==> src/rtl/ac97_sample_scheduler.sv <==
// rtl/ac97_sample_scheduler.sv - AC97 playback sample FIFO with prime/play/underrun scheduling
module ac97_sample_scheduler #(
  parameter int         DEPTH_LOG2  = 4,
  parameter int         PRIME_LEVEL = 8,
  parameter logic [7:0] IDLE_VALUE  = 8'h80
) (
  input  logic                  sys_clk,
  input  logic                  reset_b,
  input  logic                  enable,
  input  logic                  wr_valid,
  input  logic [7:0]            wr_data,
  output logic                  wr_ready,
  input  logic                  ready,
  output logic [7:0]            audio_out_data,
  output logic [DEPTH_LOG2:0]   fill_level,
  output logic [1:0]            state,
  output logic [15:0]           underrun_count
);

  localparam int                    DEPTH      = 1 << DEPTH_LOG2;
  localparam logic [DEPTH_LOG2:0]   FULL       = (DEPTH_LOG2 + 1)'(DEPTH);
  localparam logic [DEPTH_LOG2:0]   PRIME_FILL = (DEPTH_LOG2 + 1)'(PRIME_LEVEL);
  localparam logic [DEPTH_LOG2:0]   FILL_ONE   = (DEPTH_LOG2 + 1)'(1);
  localparam logic [DEPTH_LOG2-1:0] PTR_ONE    = DEPTH_LOG2'(1);

  typedef enum logic [1:0] {
    ST_IDLE     = 2'd0,
    ST_PRIME    = 2'd1,
    ST_PLAY     = 2'd2,
    ST_UNDERRUN = 2'd3
  } state_t;

  state_t                cur_state;
  logic                  armed;
  logic [DEPTH_LOG2-1:0] wr_ptr;
  logic [DEPTH_LOG2-1:0] rd_ptr;
  logic [7:0]            mem [DEPTH];
  logic                  do_wr;
  logic                  frame_in_play;
  logic                  do_pop;
  logic                  underrun;

  assign state         = cur_state;
  assign wr_ready      = (cur_state != ST_IDLE) && (fill_level < FULL);
  assign do_wr         = armed && enable && wr_valid && wr_ready;
  assign frame_in_play = armed && enable && ready && (cur_state == ST_PLAY);
  assign do_pop        = frame_in_play && (fill_level != '0);
  assign underrun      = frame_in_play && (fill_level == '0);

  always_ff @(posedge sys_clk) begin
    if (do_wr) mem[wr_ptr] <= wr_data;
  end

  // armed swallows the first edge after reset release so nothing moves on it
  always_ff @(posedge sys_clk or negedge reset_b) begin
    if (!reset_b) begin
      cur_state      <= ST_IDLE;
      armed          <= 1'b0;
      wr_ptr         <= '0;
      rd_ptr         <= '0;
      fill_level     <= '0;
      audio_out_data <= IDLE_VALUE;
      underrun_count <= 16'd0;
    end else if (!armed) begin
      armed <= 1'b1;
    end else if (!enable) begin
      cur_state      <= ST_IDLE;
      wr_ptr         <= '0;
      rd_ptr         <= '0;
      fill_level     <= '0;
      audio_out_data <= IDLE_VALUE;
    end else begin
      if (do_wr) wr_ptr <= wr_ptr + PTR_ONE;
      if (do_pop) begin
        rd_ptr         <= rd_ptr + PTR_ONE;
        audio_out_data <= mem[rd_ptr];
      end
      if (do_wr && !do_pop)      fill_level <= fill_level + FILL_ONE;
      else if (do_pop && !do_wr) fill_level <= fill_level - FILL_ONE;

      case (cur_state)
        ST_IDLE:  cur_state <= ST_PRIME;
        ST_PRIME: if (fill_level >= PRIME_FILL) cur_state <= ST_PLAY;
        ST_PLAY: begin
          if (underrun) begin
            cur_state      <= ST_UNDERRUN;
            audio_out_data <= IDLE_VALUE;
            if (underrun_count != 16'hFFFF) underrun_count <= underrun_count + 16'd1;
          end
        end
        ST_UNDERRUN: if (fill_level >= PRIME_FILL) cur_state <= ST_PLAY;
      endcase
    end
  end

endmodule

==> config.mk <==
export PLATFORM = sky130hd
export DESIGN_NAME = ac97_sample_scheduler
export DESIGN_NICKNAME = d
export VERILOG_FILES = /design/src/rtl/ac97_sample_scheduler.sv
export SDC_FILE = /design/constraint.sdc
export NUM_CORES = 1
export LEC_CHECK = 0
export ABC_AREA = 1
export CORE_ASPECT_RATIO = 0.75
export CORE_UTILIZATION = 55
export CTS_CLUSTER_SIZE = 20
export DETAILED_ROUTE_END_ITERATION = 16
export GPL_ROUTABILITY_DRIVEN = 0
export PLACE_DENSITY_LB_ADDON = 0.08
export SKIP_LAST_GASP = 1
export SYNTH_ARGS = -nofsm -noshare
export SYNTH_HDL_FRONTEND = slang
export SYNTH_SLANG_ARGS = --single-unit
==> constraint.sdc <==
create_clock -name sys_clk -period 2.27 [get_ports sys_clk]
set_input_delay 0.5675 -clock sys_clk [delete_from_list [all_inputs] [get_ports sys_clk]]
set_output_delay 0.5675 -clock sys_clk [all_outputs]
set_load 0.02 [all_outputs]
# After elaboration in Yosys (flattened, before gate mapping)
# Memory sizes are Yosys's and may differ from the RTL's.
# Index checks and enable logic that the tools add are counted.
[op_classes]
n_lt_le_gt_ge = 2
reduce_logical = 22
mux = 17
eq_ne = 9
add_sub_neg = 5
[op_table]
columns = ["op", "count"]
rows = [
  ["$mux W8", 4],
  ["$add A16 B1 Y16 const B", 1],
  ["$mux W4", 4],
  ["$ne A16 B16 Y1 const B", 1],
  ["$mux W5", 3],
  ["$logic_and A1 B1 Y1", 10],
  ["$add A4 B1 Y4 const B", 2],
  ["$mux W2", 3],
  ["$pmux W2 S3", 1],
  ["$reduce_and A2 Y1", 3],
  ["$add A5 B1 Y5 const B", 1],
  ["$ge A5 B4 Y1 const B", 1],
  ["$logic_not A5 Y1", 1],
  ["$lt A5 B5 Y1 const B", 1],
  ["$reduce_and A5 Y1", 1],
  ["$reduce_bool A5 Y1", 1],
  ["$sub A5 B1 Y5 const B", 1],
  ["$eq A2 B2 Y1 const B", 2],
  ["$ne A2 B1 Y1 const B", 2],
  ["$ne A3 B1 Y1 const B", 1],
  ["$ne A3 B2 Y1 const B", 1],
  ["$ne A3 B3 Y1 const B", 1],
  ["$reduce_and A3 Y1", 1],
  ["$eq A2 B1 Y1 const B", 1],
  ["5 further kinds", 7],
]
[word_totals]
ram_bits = 128
n_memories = 1
register_bits = 40
in_bits = 13
output_inout_bits = 32
[memory_table]
columns = ["name", "depth", "word_bits", "rd", "rd_clocked_by_memory_dff", "write_ports", "line", "text"]
rows = [
  ["mem", 16, 8, 1, 0, 1, "37", "logic [7:0] mem [DEPTH];"],
]

# Longest topological paths before layout
# Gate-level depths: netlist of the first run.
[depth]
depth_word = 8
mapped_depth = 16

# Least setup slack after synthesis of the first run
# OpenSTA, ideal clock, no wires.
[synth_timing]
path_type = "register to register"
start = "register cur_state[0], in the netlist state[0]"
end = "register fill_level[4]"
arrival_ns = 2.238
required_ns = 2.153
stages_incl_launch_ff = 15
setup_slack_ns = -0.084
setup_ns = 0.117
path_buffers = 0
cell_sequence = "dfrtp_1 nor2_1 nor2_1 nand2_1 nor2_4 nand2_4 ha_1 inv_1 o21bai_1 a31oi_1 inv_1 nand2_1 nand2_1 nand2_1 nand2_1"
[synth_via]
elab_chain_len = 7
word_cells_on_any_way = 14
classes_between = "2 x eq/ne; 2 x mux; 10 x reduce/logical"
[synth_rtl]
columns = ["item", "line", "text"]
rows = [
  ["from (decl)", "33", "state_t cur_state;"],
  ["from (signal assigned)", "57", "cur_state <= ST_IDLE;"],
  ["from (signal assigned)", "67", "cur_state <= ST_IDLE;"],
  ["from (signal assigned)", "82", "ST_IDLE: cur_state <= ST_PRIME;"],
  ["$reduce_bool A2 Y1 (*)", "44", "assign wr_ready = (cur_state != ST_IDLE) && (fill_level < FULL);"],
  ["$logic_and A1 B1 Y1 (*)", "44", ""],
  ["via wr_ready", "12", "output logic wr_ready,"],
  ["$logic_and A1 B1 Y1 (*)", "45", "assign do_wr = armed && enable && wr_valid && wr_ready;"],
  ["$logic_not A1 Y1", "79", "else if (do_pop && !do_wr) fill_level <= fill_level - FILL_ONE;"],
  ["$logic_and A1 B1 Y1", "79", ""],
  ["$ne A3 B1 Y1 (no source line)", "-", ""],
  ["$reduce_and A2 Y1 (no source line)", "-", ""],
  ["to (signal assigned)", "78", "if (do_wr && !do_pop) fill_level <= fill_level + FILL_ONE;"],
  ["to (signal assigned)", "79", ""],
  ["to (decl)", "15", "output logic [DEPTH_LOG2:0] fill_level,"],
]
# Mark *: on every way through the listed nets, which the timed path passes. The rest lies on a longest branch.
# A chain may end at the register's enable or synchronous reset.

# Worst setup path in the final report of the first run
[layout_timing]
start = "register fill_level[4]"
end = "output port wr_ready"
[layout_via]
elab_chain_len = 2
[layout_rtl]
columns = ["item", "line"]
rows = [
  ["$lt A5 B5 Y1", "44"],
  ["$logic_and A1 B1 Y1", "44"],
  ["to (decl)", "12"],
]
# No other way between the ends.

==> impl_metrics.ini, run 1 <==
[die]
die_w_um = 137
floorplan.initialDensity_pct = 57.2
io_pins = 45
coreArea_mm2 = 0.0132
floorplan.die.height_um = 103
die_area_mm2 = 0.0142
fp-row-count = 36

[timing]
fin_ws_ns = 0.0789
unrepaired_setup_endpoints_after_global_routing = yes
skew_ns = 0.00655
finalSetupViolations = 0
relSlewSlack_pct = 51.1
transition_time_of_the_tightest_slew_check_pin_ns = 0.732
slew_violations = 0
finalCritPeriodShare_pct = 96.5
max_freq_mhz = 456
post-route-min-period_ns = 2.19
finalHoldViolations = 0

[clock_tree]
post-cts-setup-buffer-count = 0
cts_resized = 0
cts.clk_slew.worst_paths_ns = 0.06
cts_inserted_buffers = 17
clock_sinks = 168
cts_max_path_buffers = 2
h-tree-depth = 4
worstSkewPairLatency_ns = 0.43
ctsHoldBuffers = 0
clock-root-buffer = sky130_fd_sc_hd__clkbuf_16
tritoncts = built

[critical_path]
worst-endpoint-required_ns = 1.70
critPathKind = register to output pin
critical_path_peak_fanout = 5
r2r_setup_slack_ns = 0.12
reg2reg_to = fill_level[4]$_DFFE_PN0P_
critical_path.startpoint_type = register
reg2reg_from = fill_level[0]$_DFFE_PN0P_
rr_worst_depth = 15
crit_path_end_kind = output pin
timing.critical_path.arrival_ns = 1.62

[yosys]
synthesis.area_per_instance_um2 = 10.1
syn_nets = 771
ys_types = 35
ys.warnings.count = 0
post_synth_inst_count = 747
synth.yosys.seq_area_share_pct = 64.2
synth-seq-cells = 168
post_synth_instance_area_mm2 = 0.00754

[outcome]
run_status = finished, final reports clean

[grt]
globalRouteOverflowTotal = 0
grt_usage_pct = 26.6
pin_count_of_the_biggest_net_entering_global_routing = 49
number_of_antenna_violations_at_the_first_check_in_global_routing = 0
first_pass_grt_wire_length_mm = 27.4
grt_pass1_vias = 5105

[power]
power_density_mw_per_mm2 = 976
power.ir.vdd_worst_v = 0.000939
total_power_w = 0.00877
total_leakage_power_nw = 3.51

[cells_and_area]
post_route_cells_drive_above_1_share_pct = 11.3
area.growth.synth_to_final_pct = 19.1
antenna_cells_inserted = 0
most-common-layout-cells = 152 x sky130_fd_sc_hd__nor2_1, 147 x sky130_fd_sc_hd__nand2_1, 128 x sky130_fd_sc_hd__edfxtp_1
final_nets = 846
layout_commonest_cell = sky130_fd_sc_hd__nor2_1

[detailed_routing]
drc = 0
vias = 5417
drt_iter0_drc = 532
vias_per_cell = 5.38
met3RoutedLength_mm = 1.19
m1WireLength_mm = 8.19
met2RoutedLength_mm = 7.71
drt_pre_antenna_iters = 5
top_layer_used = met4
drtAntennaViolNets = 0
wirelength_mm = 17.3
wl_per_cell_um = 17.2

[placement]
post_place_setup_slack_ns = -0.304
portBuffers = 44
place_hpwl_mm = 11.3

[run]
max-cap-violations = 0

[hold_path]
worst_hold_path_type = input port to async pin
[Yosys cell counts (all sizes together)]
| cell type | number | area (um2) |
|---|---|---|
| nand4 | 1 | 6.26 |
| fa | 1 | 20.0 |
| clkbuf | 16 | 60.1 |
| nor2 | 156 | 612 |
| nand3b | 1 | 7.51 |
| xor2 | 13 | 114 |
| o21bai | 1 | 7.51 |
| ha | 10 | 125 |
| edfxtp | 128 | 3840 |
| buf | 12 | 71.3 |
| inv | 38 | 145 |
| nand2 | 158 | 633 |
| a31oi | 3 | 18.8 |
| dfrtp | 39 | 976 |
| dfstp | 1 | 26.3 |
| nand3 | 75 | 375 |
| a21oi | 7 | 46.3 |
| xnor2 | 7 | 61.3 |
| o21ai | 66 | 330 |
| nor3 | 6 | 30.0 |
| clkinv | 6 | 23.8 |
| conb | 1 | 3.75 |
| nor3b | 1 | 7.51 |
[worst max-delay path, stage by stage (launching register included)]
cell and delay, ns:
sky130_fd_sc_hd__dfrtp_1 0.44, sky130_fd_sc_hd__nor2_2 0.15, sky130_fd_sc_hd__clkdlybuf4s50_1 0.61
[sequential cells by signal, summed over array words and instances (netlist names)]
signal / cells
mem: 128
underrun_count: 16
audio_out_data: 8
fill_level: 5
rd_ptr: 4
wr_ptr: 4
state: 2
armed: 1
[report_power, final]
| part | internal [W] | switching (W) |
|---|---|---|
| sequential | 0.00349 | 0.000209 |
| clock | 0.00162 | 0.00122 |
| combinational | 0.000850 | 0.00139 |
| total | 0.00596 | 0.00282 |
[final cells by class]
type,instances,area (um2)
flip-flops and latches,168,4850
repair buffers,84,773
well taps,171,214
inverters,44,169
clock inverters,15,153
clock buffers,17,425
fillers,997,4210
multi-input cells,507,2400
[how the worst max path moves through the flow]
stage / start / end / depth (start not counted)
3_3_place_gp: enable / fill_level[4]$_DFFE_PN0P_ / 16
4_1_cts: state[0]$_DFFE_PN0P_ / wr_ready / 3
6_report: fill_level[4]$_DFFE_PN0P_ / wr_ready / 2
5_1_grt: state[0]$_DFFE_PN0P_ / wr_ready / 3
3_5_place_dp: enable / fill_level[4]$_DFFE_PN0P_ / 16
2_1_floorplan: enable / fill_level[4]$_DFFE_PN0P_ / 16
[per-layer routing]
layer | track usage (%) | vias up
li1 | - | 2644
met1 | 39.2 | 2568
met2 | 39.3 | 185
met3 | 6.58 | 20
met4 | 7.78 | 0
met5 | 0 | -
[cell families after synthesis]
logic type	synth area share, %
compound gates	5.34
simple gates	22.2
other cells	0.0497
xor+xnor	2.32
buf+inv	3.98
fa+ha+maj	1.92
flops	64.2
[through the flow]
stage / hold slack (ns) / utilization [%] / instances / setup TNS [ns] / instance area [um2]
after global placement: 0.487 / 63.7 / 974 / -0.559 / 8400
final: 0.146 / 68.1 / 1006 / 0 / 8990
after global routing: 0.190 / 68.1 / 1006 / -0.00751 / 8990
after CTS: 0.168 / 68.1 / 1006 / 0 / 8980
after floorplan: 0.272 / - / 747 / 0 / 7550
after detailed placement: 0.489 / 63.7 / 974 / -0.804 / 8400
Note: power is estimated with default switching activity, not from simulation.
==> inputs of run 2 (changes only) <==
- SKIP_CTS_REPAIR_TIMING: unset -> 1
==> results of run 2 <==
Final layout, timing and power as in run 1 (identical DEF).
==> inputs of run 3 (changes only) <==
- CAP_MARGIN: unset -> 20
- CELL_PAD_IN_SITES_DETAIL_PLACEMENT: unset -> 1
- CELL_PAD_IN_SITES_GLOBAL_PLACEMENT: unset -> 2
- CORE_MARGIN: unset -> 10
- CORE_UTILIZATION: 55 -> 39
==> run 3 against run 2 <==
Net effect:
- clock skew rose by 0.0027 ns
- sequential share of layout area fell by 1.1 points
- hold slack got worse by 0.012 ns
- final cell count rose by 8.2%
- critical path type unchanged
==> impl_metrics.ini, run 3 (synthesized netlist as in run 1, its figures left out) <==
[detailed_routing]
wirelength_mm = 20.9
vias = 5525
drt_iter0_drc = 299
drt_pre_antenna_iters = 4
wl_per_cell_um = 19.2
drtAntennaViolNets = 0
drc = 0
vias_per_cell = 5.08

[cells_and_area]
registers_with_the_most_flip_flops = mem: 128 flops, underrun_count: 16 flops, audio_out_data: 8 flops
area.growth.synth_to_final_pct = 21.5
largest_reg_flops = 128
layout.filler_cells = 2069
multi_input_area_mm2 = 0.00243
final_nets = 852
most-common-layout-cells = 151 x sky130_fd_sc_hd__nor2_1, 147 x sky130_fd_sc_hd__nand2_1, 128 x sky130_fd_sc_hd__edfxtp_1
max_flop_register = mem
post_route_cells_drive_above_1_share_pct = 12.5
utilization_after_layout_pct = 49.0
post_layout_nonfiller_instances = 1088
layout_commonest_cell = sky130_fd_sc_hd__nor2_1
antenna_cells_inserted = 0
layout.area.seq_mm2 = 0.00485

[timing]
fin_ws_ns = 0.104
hold-worst-slack_ns = 0.134
post-route-min-period_ns = 2.17
unrepaired_setup_endpoints_after_global_routing = no
skew_ns = 0.00927
transition_time_of_the_tightest_slew_check_pin_ns = 0.714
relSlewSlack_pct = 52.2
slew_violations = 0
finalHoldViolations = 0
max_freq_mhz = 462
finalSetupViolations = 0
finalCritPeriodShare_pct = 95.4

[clock_tree]
cts.clk_slew.worst_paths_ns = 0.07
worstSkewPairLatency_ns = 0.43
clock_sinks = 168
tritoncts = built
cts_max_path_buffers = 2
h-tree-depth = 4
clock-root-buffer = sky130_fd_sc_hd__clkbuf_16
cts_inserted_buffers = 17

[die]
floorplan.die.height_um = 140
coreArea_mm2 = 0.0187
io_pins = 45
fp-row-count = 43
die_w_um = 181
floorplan.initialDensity_pct = 40.3
die_area_mm2 = 0.0254

[run]
max-cap-violations = 0

[grt]
grt_pass1_vias = 5794
number_of_antenna_violations_at_the_first_check_in_global_routing = 0
pin_count_of_the_biggest_net_entering_global_routing = 49
globalRouteOverflowTotal = 0
first_pass_grt_wire_length_mm = 33.1
grt_usage_pct = 16.8

[placement]
portBuffers = 44
placed_cells_incl_taps = 1055
post_place_setup_slack_ns = -0.357
place_hpwl_mm = 14.1

[critical_path]
critical_path_peak_fanout = 3
critical_path.top_delay_family = buffers and inverters
crit_chain = clkdlybuf4s50_1
worst-endpoint-required_ns = 1.70
critPathKind = register to output pin
crit_path_end_kind = output pin
number_of_buffer_and_inverter_instances_along_the_worst_setup_path = 1
timing.critical_path.depth = 1
critical_path_slowest_stage_cell = sky130_fd_sc_hd__clkdlybuf4s50_1
critPathMaxStageDelay_ns = 0.62
rr_worst_depth = 10
timing.critical_path.arrival_ns = 1.60
critical_path.startpoint_type = register

[hold_path]
worst_hold_path_type = input port to async pin

[power]
power.ir.vdd_worst_v = 0.000471
total_leakage_power_nw = 3.56
power_density_mw_per_mm2 = 987
total_power_w = 0.00905

[outcome]
run_status = finished, final reports clean
==> run 3: cell count changes in the layout (fill, tap and decap cells not counted), sizes merged <==
cell,before,now
clkbuf,17,18
dlymetal6s2s,0,1
clkdlybuf4s50,43,42
buf,41,47
clkinv,15,11
inv,40,43
==> run 3: final timing paths <==
path / startpoint / endpoint / slack [ns]
setup / recovery: audio_out_data[7]$_DFFE_PN1P_ / audio_out_data[7] / 0.10
hold / removal: reset_b / fill_level[3]$_DFFE_PN0P_ / 0.13
setup reg to reg: fill_level[4]$_DFFE_PN0P_ / fill_level[3]$_DFFE_PN0P_ / 0.19
hold reg to reg: audio_out_data[5]$_DFFE_PN0P_ / audio_out_data[5]$_DFFE_PN0P_ / 0.51
max in group asynchronous: reset_b / underrun_count[8]$_DFFE_PN0P_ / 1.46
min in group sys_clk: audio_out_data[5]$_DFFE_PN0P_ / audio_out_data[5]$_DFFE_PN0P_ / 0.51
==> run 3: layout make-up <==
type / count / area share [%]
flip-flops and latches: 168 / 52.9
multi-input cells: 507 / 26.5
repair buffers: 90 / 8.95
clock buffers: 18 / 4.68
well taps: 247 / 3.37
inverters: 44 / 1.84
clock inverters: 14 / 1.81
==> run 3: per-layer routing <==
| metal | track usage (%) | routed length (um) | part of all wire [%] |
|---|---|---|---|
| met1 | 23.0 | 10300 | 49 |
| met2 | 26.1 | 9420 | 45 |
| met3 | 3.53 | 855 | 4.1 |
| met4 | 5.34 | 293 | 1.4 |
| met5 | 0 | 0 | 0 |
==> run 3: per-stage QoR <==
step	setup TNS [ns]	cell area, um2
after floorplan	0	7550
after global placement	-0.699	8540
after detailed placement	-1.52	8540
after CTS	-0.00269	9130
after global routing	0	9170
final	0	9170
==> run 3: where the power goes <==
part | leakage, nW | switching [W] | internal [W]
clock | 0.287 | 0.00131 | 0.00165
combinational | 1.61 | 0.00146 | 0.000922
sequential | 1.67 | 0.000220 | 0.00349
